**config.mk**
```make
export PLATFORM = sky130hd
export DESIGN_NAME = rat_flag_intr_unit_flat
export DESIGN_NICKNAME = d
export VERILOG_FILES = /design/src/rtl/rat_flag_intr_unit_pkg.sv /design/src/rtl/rat_flag_intr_unit_if.sv /design/src/rtl/rat_flag_intr_unit_intr_latch.sv /design/src/rtl/rat_flag_intr_unit.sv /design/src/flat_wrapper.sv
export SDC_FILE = /design/constraint.sdc
export NUM_CORES = 1
export LEC_CHECK = 0
export CAP_MARGIN = 0
export CORE_AREA = 5 5 42 44
export CTS_BUF_LIST = sky130_fd_sc_hd__clkbuf_4 sky130_fd_sc_hd__clkbuf_8 sky130_fd_sc_hd__clkbuf_16
export DETAILED_ROUTE_END_ITERATION = 6
export DIE_AREA = 0 0 47 49
export HOLD_SLACK_MARGIN = 0.05
export PLACE_DENSITY = 0.49
export SLEW_MARGIN = 20
export SYNTH_ARGS = -nofsm -noshare
export SYNTH_HDL_FRONTEND = slang
export SYNTH_SLANG_ARGS = --single-unit
```
**constraint.sdc**
```tcl
create_clock -name CLK -period 2.1 [get_ports CLK]
set_input_delay 0.42 -clock CLK [delete_from_list [all_inputs] [get_ports CLK]]
set_output_delay 0.42 -clock CLK [all_outputs]
set_load 0.005 [all_outputs]
```
**src/rtl/rat_flag_intr_unit_pkg.sv**
```systemverilog
// Shared types and constants for the RAT flag / interrupt stage.
package rat_flags_pkg;

  typedef enum logic [1:0] {
    C_HOLD = 2'b00,
    C_LOAD = 2'b01,
    C_SET  = 2'b10,
    C_CLR  = 2'b11
  } flg_c_op_t;

  localparam logic C_RST_VAL = 1'b0;
  localparam logic Z_RST_VAL = 1'b0;
  localparam logic I_RST_VAL = 1'b0;

  localparam int DEF_INTR_SYNC_STAGES = 2;

endpackage

```
**src/rtl/rat_flag_intr_unit_if.sv**
```systemverilog
// Control-unit <-> flag/interrupt stage signal bundle.
interface rat_flag_intr_unit_if;
  logic       ALU_C;
  logic       ALU_Z;
  logic [1:0] FLG_C_OP;
  logic       FLG_Z_LD;
  logic       FLG_RESTORE;
  logic       I_SET;
  logic       I_CLR;
  logic       INTR;
  logic       INT_ACK;
  logic       C_FLAG;
  logic       Z_FLAG;
  logic       I_FLAG;
  logic       INT_REQ;

  modport master (
    output ALU_C, ALU_Z, FLG_C_OP, FLG_Z_LD, FLG_RESTORE, I_SET, I_CLR, INTR, INT_ACK,
    input  C_FLAG, Z_FLAG, I_FLAG, INT_REQ
  );

  modport slave (
    input  ALU_C, ALU_Z, FLG_C_OP, FLG_Z_LD, FLG_RESTORE, I_SET, I_CLR, INTR, INT_ACK,
    output C_FLAG, Z_FLAG, I_FLAG, INT_REQ
  );
endinterface

```
**src/rtl/rat_flag_intr_unit_intr_latch.sv**
```systemverilog
// INTR synchronizer, rising-edge detector and pending latch.
module rat_intr_latch
  import rat_flags_pkg::*;
#(
  parameter int INTR_SYNC_STAGES = DEF_INTR_SYNC_STAGES
) (
  input  logic CLK,
  input  logic RST,
  input  logic INTR,
  input  logic INT_ACK,
  output logic PENDING
);

  logic [INTR_SYNC_STAGES-1:0] sync_q;
  logic [INTR_SYNC_STAGES-1:0] sync_d;
  logic                        prev_q;
  logic                        pending_q;
  logic                        pending_d;
  logic                        intr_s;
  logic                        rise;

  assign sync_d = {sync_q[INTR_SYNC_STAGES-2:0], INTR};
  assign intr_s = sync_q[INTR_SYNC_STAGES-1];
  assign rise   = intr_s & ~prev_q;

  // A fresh edge beats a coincident acknowledge so no event is dropped.
  assign pending_d = rise | (pending_q & ~INT_ACK);

  always_ff @(posedge CLK or posedge RST) begin
    if (RST) begin
      sync_q    <= '0;
      prev_q    <= 1'b0;
      pending_q <= 1'b0;
    end else begin
      sync_q    <= sync_d;
      prev_q    <= intr_s;
      pending_q <= pending_d;
    end
  end

  assign PENDING = pending_q;

endmodule

```
**src/rtl/rat_flag_intr_unit.sv**
```systemverilog
// Architectural C/Z/I flags, interrupt shadow and request generation.
// Optional shadow/restore path is built when RAT_FLAG_SHADOW_EN is defined.
module rat_flag_intr_unit
  import rat_flags_pkg::*;
#(
  parameter int INTR_SYNC_STAGES = DEF_INTR_SYNC_STAGES
) (
  input  logic               CLK,
  input  logic               RST,
  rat_flag_intr_unit_if.slave bus
);

  logic c_q, c_d;
  logic z_q, z_d;
  logic i_q, i_d;
  logic pending;

`ifdef RAT_FLAG_SHADOW_EN
  logic sh_c_q;
  logic sh_z_q;

  always_ff @(posedge CLK or posedge RST) begin
    if (RST) begin
      sh_c_q <= 1'b0;
      sh_z_q <= 1'b0;
    end else if (bus.INT_ACK) begin
      sh_c_q <= c_q;
      sh_z_q <= z_q;
    end
  end
`else
  logic unused_restore;
  assign unused_restore = bus.FLG_RESTORE;
`endif

  always_comb begin
    c_d = c_q;
    z_d = z_q;
    // Interrupt entry freezes C/Z so the shadow captures a stable pair.
    if (!bus.INT_ACK) begin
`ifdef RAT_FLAG_SHADOW_EN
      if (bus.FLG_RESTORE) begin
        c_d = sh_c_q;
        z_d = sh_z_q;
      end else
`endif
      begin
        case (flg_c_op_t'(bus.FLG_C_OP))
          C_LOAD:  c_d = bus.ALU_C;
          C_SET:   c_d = 1'b1;
          C_CLR:   c_d = 1'b0;
          default: c_d = c_q;
        endcase
        if (bus.FLG_Z_LD) begin
          z_d = bus.ALU_Z;
        end
      end
    end
  end

  always_comb begin
    i_d = i_q;
    if (bus.INT_ACK || bus.I_CLR) begin
      i_d = 1'b0;
    end else if (bus.I_SET) begin
      i_d = 1'b1;
    end
  end

  always_ff @(posedge CLK or posedge RST) begin
    if (RST) begin
      c_q <= C_RST_VAL;
      z_q <= Z_RST_VAL;
      i_q <= I_RST_VAL;
    end else begin
      c_q <= c_d;
      z_q <= z_d;
      i_q <= i_d;
    end
  end

  rat_intr_latch #(
    .INTR_SYNC_STAGES(INTR_SYNC_STAGES)
  ) u_latch (
    .CLK    (CLK),
    .RST    (RST),
    .INTR   (bus.INTR),
    .INT_ACK(bus.INT_ACK),
    .PENDING(pending)
  );

  assign bus.C_FLAG  = c_q;
  assign bus.Z_FLAG  = z_q;
  assign bus.I_FLAG  = i_q;
  assign bus.INT_REQ = pending & i_q;

endmodule

```
**src/flat_wrapper.sv**
```systemverilog
// flat-port wrapper written by rule: the top's interface ports become plain ports
module rat_flag_intr_unit_flat import rat_flags_pkg::*;
#(
  parameter int INTR_SYNC_STAGES = DEF_INTR_SYNC_STAGES
)
  (CLK, RST, bus_ALU_C, bus_ALU_Z, bus_FLG_C_OP, bus_FLG_Z_LD, bus_FLG_RESTORE, bus_I_SET, bus_I_CLR, bus_INTR, bus_INT_ACK, bus_C_FLAG, bus_Z_FLAG, bus_I_FLAG, bus_INT_REQ);
  rat_flag_intr_unit_if bus_i ();
  input  logic CLK;
  input  logic RST;
  input wire logic [$bits(bus_i.ALU_C)-1:0] bus_ALU_C;
  input wire logic [$bits(bus_i.ALU_Z)-1:0] bus_ALU_Z;
  input wire logic [$bits(bus_i.FLG_C_OP)-1:0] bus_FLG_C_OP;
  input wire logic [$bits(bus_i.FLG_Z_LD)-1:0] bus_FLG_Z_LD;
  input wire logic [$bits(bus_i.FLG_RESTORE)-1:0] bus_FLG_RESTORE;
  input wire logic [$bits(bus_i.I_SET)-1:0] bus_I_SET;
  input wire logic [$bits(bus_i.I_CLR)-1:0] bus_I_CLR;
  input wire logic [$bits(bus_i.INTR)-1:0] bus_INTR;
  input wire logic [$bits(bus_i.INT_ACK)-1:0] bus_INT_ACK;
  output wire logic [$bits(bus_i.C_FLAG)-1:0] bus_C_FLAG;
  output wire logic [$bits(bus_i.Z_FLAG)-1:0] bus_Z_FLAG;
  output wire logic [$bits(bus_i.I_FLAG)-1:0] bus_I_FLAG;
  output wire logic [$bits(bus_i.INT_REQ)-1:0] bus_INT_REQ;
  assign bus_i.ALU_C = bus_ALU_C;
  assign bus_i.ALU_Z = bus_ALU_Z;
  assign bus_i.FLG_C_OP = bus_FLG_C_OP;
  assign bus_i.FLG_Z_LD = bus_FLG_Z_LD;
  assign bus_i.FLG_RESTORE = bus_FLG_RESTORE;
  assign bus_i.I_SET = bus_I_SET;
  assign bus_i.I_CLR = bus_I_CLR;
  assign bus_i.INTR = bus_INTR;
  assign bus_i.INT_ACK = bus_INT_ACK;
  assign bus_C_FLAG = bus_i.C_FLAG;
  assign bus_Z_FLAG = bus_i.Z_FLAG;
  assign bus_I_FLAG = bus_i.I_FLAG;
  assign bus_INT_REQ = bus_i.INT_REQ;
  rat_flag_intr_unit #(.INTR_SYNC_STAGES(INTR_SYNC_STAGES)) u_core (.CLK(CLK), .RST(RST), .bus(bus_i));
endmodule
```
==> results of run 1 <==
-- worst max-delay path, delay by kind of cell, from the launching register on --
kind          cells  cell delay [ns]
buf+inv           1             0.49
flops             1             0.35
simple gates      1             0.12
-- power by group --
group	total [mW]	switching [mW]	internal [mW]	leakage [nW]
clock network	0.130	0.0445	0.0851	0.0184
registers	0.151	0.00515	0.146	0.0832
logic	0.0507	0.0144	0.0363	0.102
-- worst paths after layout --
kind | from | to | slack [ns] | cells after the start
min in group asynchronous | RST | u_core.u_latch.sync_q[1]$_DFF_PP0_ | 0.40 | 2
max in group asynchronous | RST | u_core.bus.I_FLAG$_DFFE_PP0P_ | 1.49 | 2
worst min register to register | u_core.u_latch.sync_q[0]$_DFF_PP0_ | u_core.u_latch.sync_q[1]$_DFF_PP0_ | 0.36 | 0
worst max-delay path | u_core.bus.I_FLAG$_DFFE_PP0P_ | bus_INT_REQ | 0.48 | 2
worst max register to register | u_core.bus.Z_FLAG$_DFFE_PP0P_ | u_core.bus.Z_FLAG$_DFFE_PP0P_ | 1.34 | 1
worst min-delay path | u_core.u_latch.sync_q[0]$_DFF_PP0_ | u_core.u_latch.sync_q[1]$_DFF_PP0_ | 0.36 | 0
-- metrics by stage --
step	util, %	std cells	setup slack [ns]
global route	32.0	54	0.412
global placement	29.8	50	0.599
floorplan	-	20	1.11
detailed placement	29.8	50	0.596
CTS	32.0	54	0.449
finish	32.0	54	0.477
-- flip-flops by register name, summed over array words and instances, names as in the netlist --
signal and count:
u_core.bus.Z_FLAG 1, u_core.u_latch.prev_q 1, u_core.bus.C_FLAG 1, u_core.u_latch.sync_q 2
u_core.bus.I_FLAG 1, u_core.u_latch.PENDING 1
-- kinds of logic after synthesis --
kind of cell           synth area share [%]
AO/OA/AOI/OAI                          9.71
buffers and inverters                  5.82
flip-flops                             68.0
multiplexers                           5.82
AND/OR/NAND/NOR                        10.7
-- per-layer routing --
| layer | wire, µm | up-vias | GRT usage (%) |
|---|---|---|---|
| met5 | 0 | - | 0 |
| met4 | 0 | 0 | 5.53 |
| met3 | 91 | 0 | 3.69 |
| met2 | 204 | 15 | 6.33 |
| met1 | 263 | 91 | 6.33 |
| li1 | - | 100 | - |
-- cell type report --
class,count,area [µm²]
Fill cell,150,953
Multi-Input combinational cell,9,67.6
Sequential cell,7,175
Inverter,4,15.0
Timing Repair Buffer,14,140
Clock buffer,4,30.0
Tap cell,16,20.0
-- placed cells by master, fill, tap and decap left out, drive strengths merged --
master / instances
and2: 1
dfrtp: 7
o21bai: 1
nor2: 1
mux2: 1
inv: 4
nand2b: 1
nor3: 1
a32oi: 1
a22o: 1
clkbuf: 4
clkdlybuf4s50: 14
nor2b: 1
==> impl_metrics.py, run 1 <==
metrics = {
    "synth": {
        "synth_area_um2": 258,
        "yosysWarnings": 0,
        "yosys-top-cells-count": "dfrtp_1 (7), inv_1 (4)",
        "yosysSeqAreaShare_pct": 68.0,
        "synth.lib_cells_used.distinct": 11,
        "ys_ff_latch": 7,
        "ys_top_cells_by_area": "dfrtp_1 (68%), inv_1 (5.8%), mux2_4 (5.8%)",
        "synth.most_common_cell": "dfrtp_1",
        "synth-edff-count": 0,
        "yosysTopAreaCellShare_pct": 68.0,
        "synth-main-ff-cell": "dfrtp_1",
        "syn_inst": 20,
        "synth_area_leader_cell": "dfrtp_1",
        "syn-mean-instance-area_um2": 12.9,
        "synth_async_sr_flop_share_pct": 100,
        "syn_nets": 32,
    },
    "power_and_ir_drop": {
        "power_uw": 331,
        "ir_drop_mv": 0.235,
        "power.leakage_nw": 0.204,
        "pwr_density_cell_nw_per_um2": 740,
    },
    "timing": {
        "fin_crit_ns": 1.62,
        "final.period_utilization_pct": 77.3,
        "slew_viol_final": 0,
        "whs_ns": 0.356,
        "rsz0062_at_grt": "false",
        "skew_ns": 0.00184,
        "worst_pin_slew_ns": 0.263,
        "tns_ns": 0,
        "finalHoldViolCount": 0,
        "max_freq_mhz": 616,
        "max_slew_margin_pct": 82.5,
        "finalSetupViolCount": 0,
    },
    "setup_path": {
        "crit_path_end_kind": "output pin",
        "worstPathRequired_ns": 1.68,
        "cp_max_fo": 3,
        "cp.arrival_ns": 1.20,
        "worst_setup_path_start_kind": "flop",
        "path_cells": "and2_1 > clkdlybuf4s50_1",
        "cp_slowest_stage_delay_ns": 0.49,
        "crit_slowest_cell": "clkdlybuf4s50_1",
        "crit_type": "flop to output pin",
    },
    "global_routing": {
        "grt_max_degree": 8,
        "grt_pass1_vias": 210,
        "grt_overflow": 0,
        "antenna_found_initial": 0,
        "grt_pass1_wl_um": 821,
        "grt_usage_pct": 5.54,
    },
    "layout": {
        "final_area_um2": 448,
        "area_growth_syn_to_layout_pct": 73.8,
        "diodes": 0,
        "fin_nets": 51,
        "drive_gt1_share_pct": 13.2,
    },
    "die": {
        "die_w_um": 47,
        "die-area_um2": 2300,
        "coreArea_um2": 1400,
        "rows": 14,
        "num_io_pins": 16,
        "initial_utilization_pct": 18.4,
        "die_h_um": 49,
    },
    "job": {
        "maxCapViolCount": 0,
    },
    "place": {
        "gp_congestion": 0.720,
        "io_buffers": 14,
        "dpl-instance-area_um2": 418,
        "dp_hpwl_um": 447,
    },
    "clock_network": {
        "clk_latency_ns": 0.24,
        "ctsResizeCount": 0,
        "clkSinkCount": 7,
        "post_cts_buffers": 0,
        "cts_made_buffers": 3,
        "cts.reportedPaths.clkPinSlew_ns": 0.05,
        "htree_levels": 1,
        "cts_tree": "yes",
        "cts_root_buffer": "clkbuf_4",
        "cts_buffer_depth": 2,
        "hold_buffers": 0,
    },
    "drt": {
        "vias": 206,
        "wl_per_cell_um": 10.4,
        "viasPerCell": 3.81,
        "drtIter0Drc": 1,
        "antenna_left": 0,
        "drc_errors": 0,
        "drtPass1Iterations": 2,
        "totalWireLength_um": 559,
    },
    "outcome": {
        "status": "complete, no violations",
    },
    "min_path": {
        "hold_class": "flop to flop",
    },
}
(Power assumes the default switching activity.)
==> run 2, diff against run 1 <==
- clock period: 2.1 -> 1.7 ns (I/O delays scaled with it)
==> results of run 2 <==
Same layout as run 1 (identical final DEF). Status: complete, no violations.
Main changes from that run: setup slack after placement 0.596 ns -> 0.276 ns; setup slack after layout 0.477 ns -> 0.157 ns; hold slack 0.356 ns -> 0.323 ns; register-to-register setup slack 1.34 ns -> 0.94 ns; total power 0.331 mW -> 0.409 mW; worst IR drop on VDD 0.235 mV -> 0.290 mV
==> run 3, diff against run 2 <==
- SKIP_CTS_REPAIR_TIMING: unset -> 1
==> results of run 3 <==
Same layout as run 1 (identical final DEF). Status: complete, no violations.
Main changes from that run: setup slack after placement 0.596 ns -> 0.276 ns; setup slack after layout 0.477 ns -> 0.157 ns; hold slack 0.356 ns -> 0.323 ns; register-to-register setup slack 1.34 ns -> 0.94 ns; total power 0.331 mW -> 0.409 mW; worst IR drop on VDD 0.235 mV -> 0.290 mV
==> RTL edit (settings of run 2) <==
Change the package constant `DEF_INTR_SYNC_STAGES` from 2 to 4.
--- a/src/rtl/rat_flag_intr_unit_pkg.sv
+++ b/src/rtl/rat_flag_intr_unit_pkg.sv
@@ -12,7 +12,7 @@
   localparam logic Z_RST_VAL = 1'b0;
   localparam logic I_RST_VAL = 1'b0;
 
-  localparam int DEF_INTR_SYNC_STAGES = 2;
+  localparam int DEF_INTR_SYNC_STAGES = 4;
 
 endpackage
 
Function: changed (a bounded check fails within 4 cycles, from zero or initial values and one cycle with RST high).
==> RTL edit against run 2 <==
Register-to-register slack hardly changed; worst setup slack worse by 0.016 ns; count of clock-buffer cells in the layout did not move; area after synthesis increased by 19%; final cell count is 3.7% higher; die area unchanged; power up 16%; first-iteration DRC count fell by 100%; clock skew increased by 0.00086 ns; sequential cell count rose by 2; wire length increased by 2.0%; utilization rose by 3.6 points; cell area rose by 11%.
==> RTL edit: results (changes against run 2) <==
\begin{tabular}{lr}
\hline
Metric & Value \\
\hline
\multicolumn{2}{l}{\textbf{Logic synthesis}} \\
Most instantiated cells after synthesis & 9 x sky130\_fd\_sc\_hd\_\_dfrtp\_1, 4 x sky130\_fd\_sc\_hd\_\_inv\_1 \\
Post-synth net total & 34 (+6.3\%) \\
Post-synthesis sequential area ratio & 0.732 (+0.0521) \\
Compound-gate portion of the synthesized area & 0.0813 (-0.0158) \\
Largest cells by area after synthesis & sky130\_fd\_sc\_hd\_\_dfrtp\_1 73\%, sky130\_fd\_sc\_hd\_\_inv\_1 4.9\%, sky130\_fd\_sc\_hd\_\_mux2\_4 4.9\% \\
Post-Synthesis Cells & 22 (+10\%) \\
\multicolumn{2}{l}{\textbf{STA}} \\
Worst-case clock skew & 0.00270 ns (+0.000865 ns) \\
\multicolumn{2}{l}{\textbf{Placement}} \\
Inst Count DP & 52 (+4.0\%) \\
Pre-CTS setup slack & 0.260 ns (-0.0161 ns) \\
Total placed instance area & 468 um\^{}2 (+12\%) \\
Final weighted congestion in routability-driven placement & 0.706 (-1.9\%) \\
\multicolumn{2}{l}{\textbf{Drt}} \\
Violation count after the first detailed-route iteration & 0 (-1) \\
First-pass detailed-route iteration total & 1 (-1) \\
Vias/cell & 3.86 (+1.1\%) \\
Final WL & 570 um (+2.0\%) \\
\multicolumn{2}{l}{\textbf{Final layout}} \\
Ratio of cells with drive above 1 in the final layout & 0.125 (-0.00658) \\
Final-stage net count & 53 (+3.9\%) \\
Flip-flop count of the largest register, all copies and words added & 4 (+2) \\
Area added between synthesis and finish & 61.8\% \\
\multicolumn{2}{l}{\textbf{Global routing}} \\
Global-route wire length before repair & 869 um (+5.8\%) \\
Number of global-route vias before repair & 213 (+1.4\%) \\
Largest net degree at the start of global routing & 10 (+2) \\
\multicolumn{2}{l}{\textbf{Critical path}} \\
Crit path arrival time & 1.22 ns (+0.02 ns) \\
Max stage delay on crit path & 0.49 ns (about the same) \\
\multicolumn{2}{l}{\textbf{Power and ir drop}} \\
Leakage & 0.227 nW (+11\%) \\
IR drop worst, VDD & 402 uV (+39\%) \\
\multicolumn{2}{l}{\textbf{Run status}} \\
Status & finished clean \\
\hline
\end{tabular}
==> RTL edit: cell types whose count changed in the layout (fill, tap and decap cells not counted), sizes merged <==
| cell | delta |
|---|---|
| dfrtp | +2 |
==> RTL edit: stage by stage <==
stage	hold WS (ns)	total power, mW
CTS	0.337	0.482
floorplan	0.168	0.259
finish	0.337	0.473
global placement	0.335	0.302
detailed placement	0.336	0.304
global route	0.356	0.498
==> RTL edit: worst paths after layout <==
check | depth (start not counted) | from | to
worst max-delay path | 2 | u_core.bus.I_FLAG | bus_INT_REQ
worst min-delay path | 2 | RST | u_core.bus.Z_FLAG
worst max register to register | 1 | u_core.bus.Z_FLAG | u_core.bus.Z_FLAG
worst min register to register | 0 | u_core.u_latch.sync_q[2] | u_core.u_latch.sync_q[3]
max in group asynchronous | 2 | RST | u_core.u_latch.prev_q
min in group CLK | 0 | u_core.u_latch.sync_q[2] | u_core.u_latch.sync_q[3]
==> RTL edit: per-layer routing <==
metal,share of wire,track usage,vias to the layer above
met5,0,0,-
met1,0.45,0.0755,96
met3,0.17,0.0332,0
met2,0.38,0.0588,15
met4,0,0.0553,0
li1,-,-,105
==> RTL edit: area by class of cell <==
| type | instances | area share |
|---|---|---|
| tap | 16 | 0.0402 |
| timing repair buffer | 14 | 0.281 |
| sequential | 9 | 0.452 |
| inverter | 4 | 0.0302 |
| clock buffer | 4 | 0.0603 |
| multi-input combinational | 9 | 0.136 |
==> RTL edit: where the power goes <==
| part | internal [mW] | total [mW] | switching [mW] |
|---|---|---|---|
| sequential | 0.230 | 0.237 | 0.00685 |
| clock | 0.106 | 0.174 | 0.0676 |
| combinational | 0.0448 | 0.0629 | 0.0181 |
| total | 0.381 | 0.473 | 0.0925 |
==> RTL edit: logic make-up (layout without fill, tap and decap cells) <==
kind of cell	Yosys count	after routing
flip-flops	9	9
AND/OR/NAND/NOR	5	5
multiplexers	1	1
AO/OA/AOI/OAI	3	3
buffers and inverters	4	22
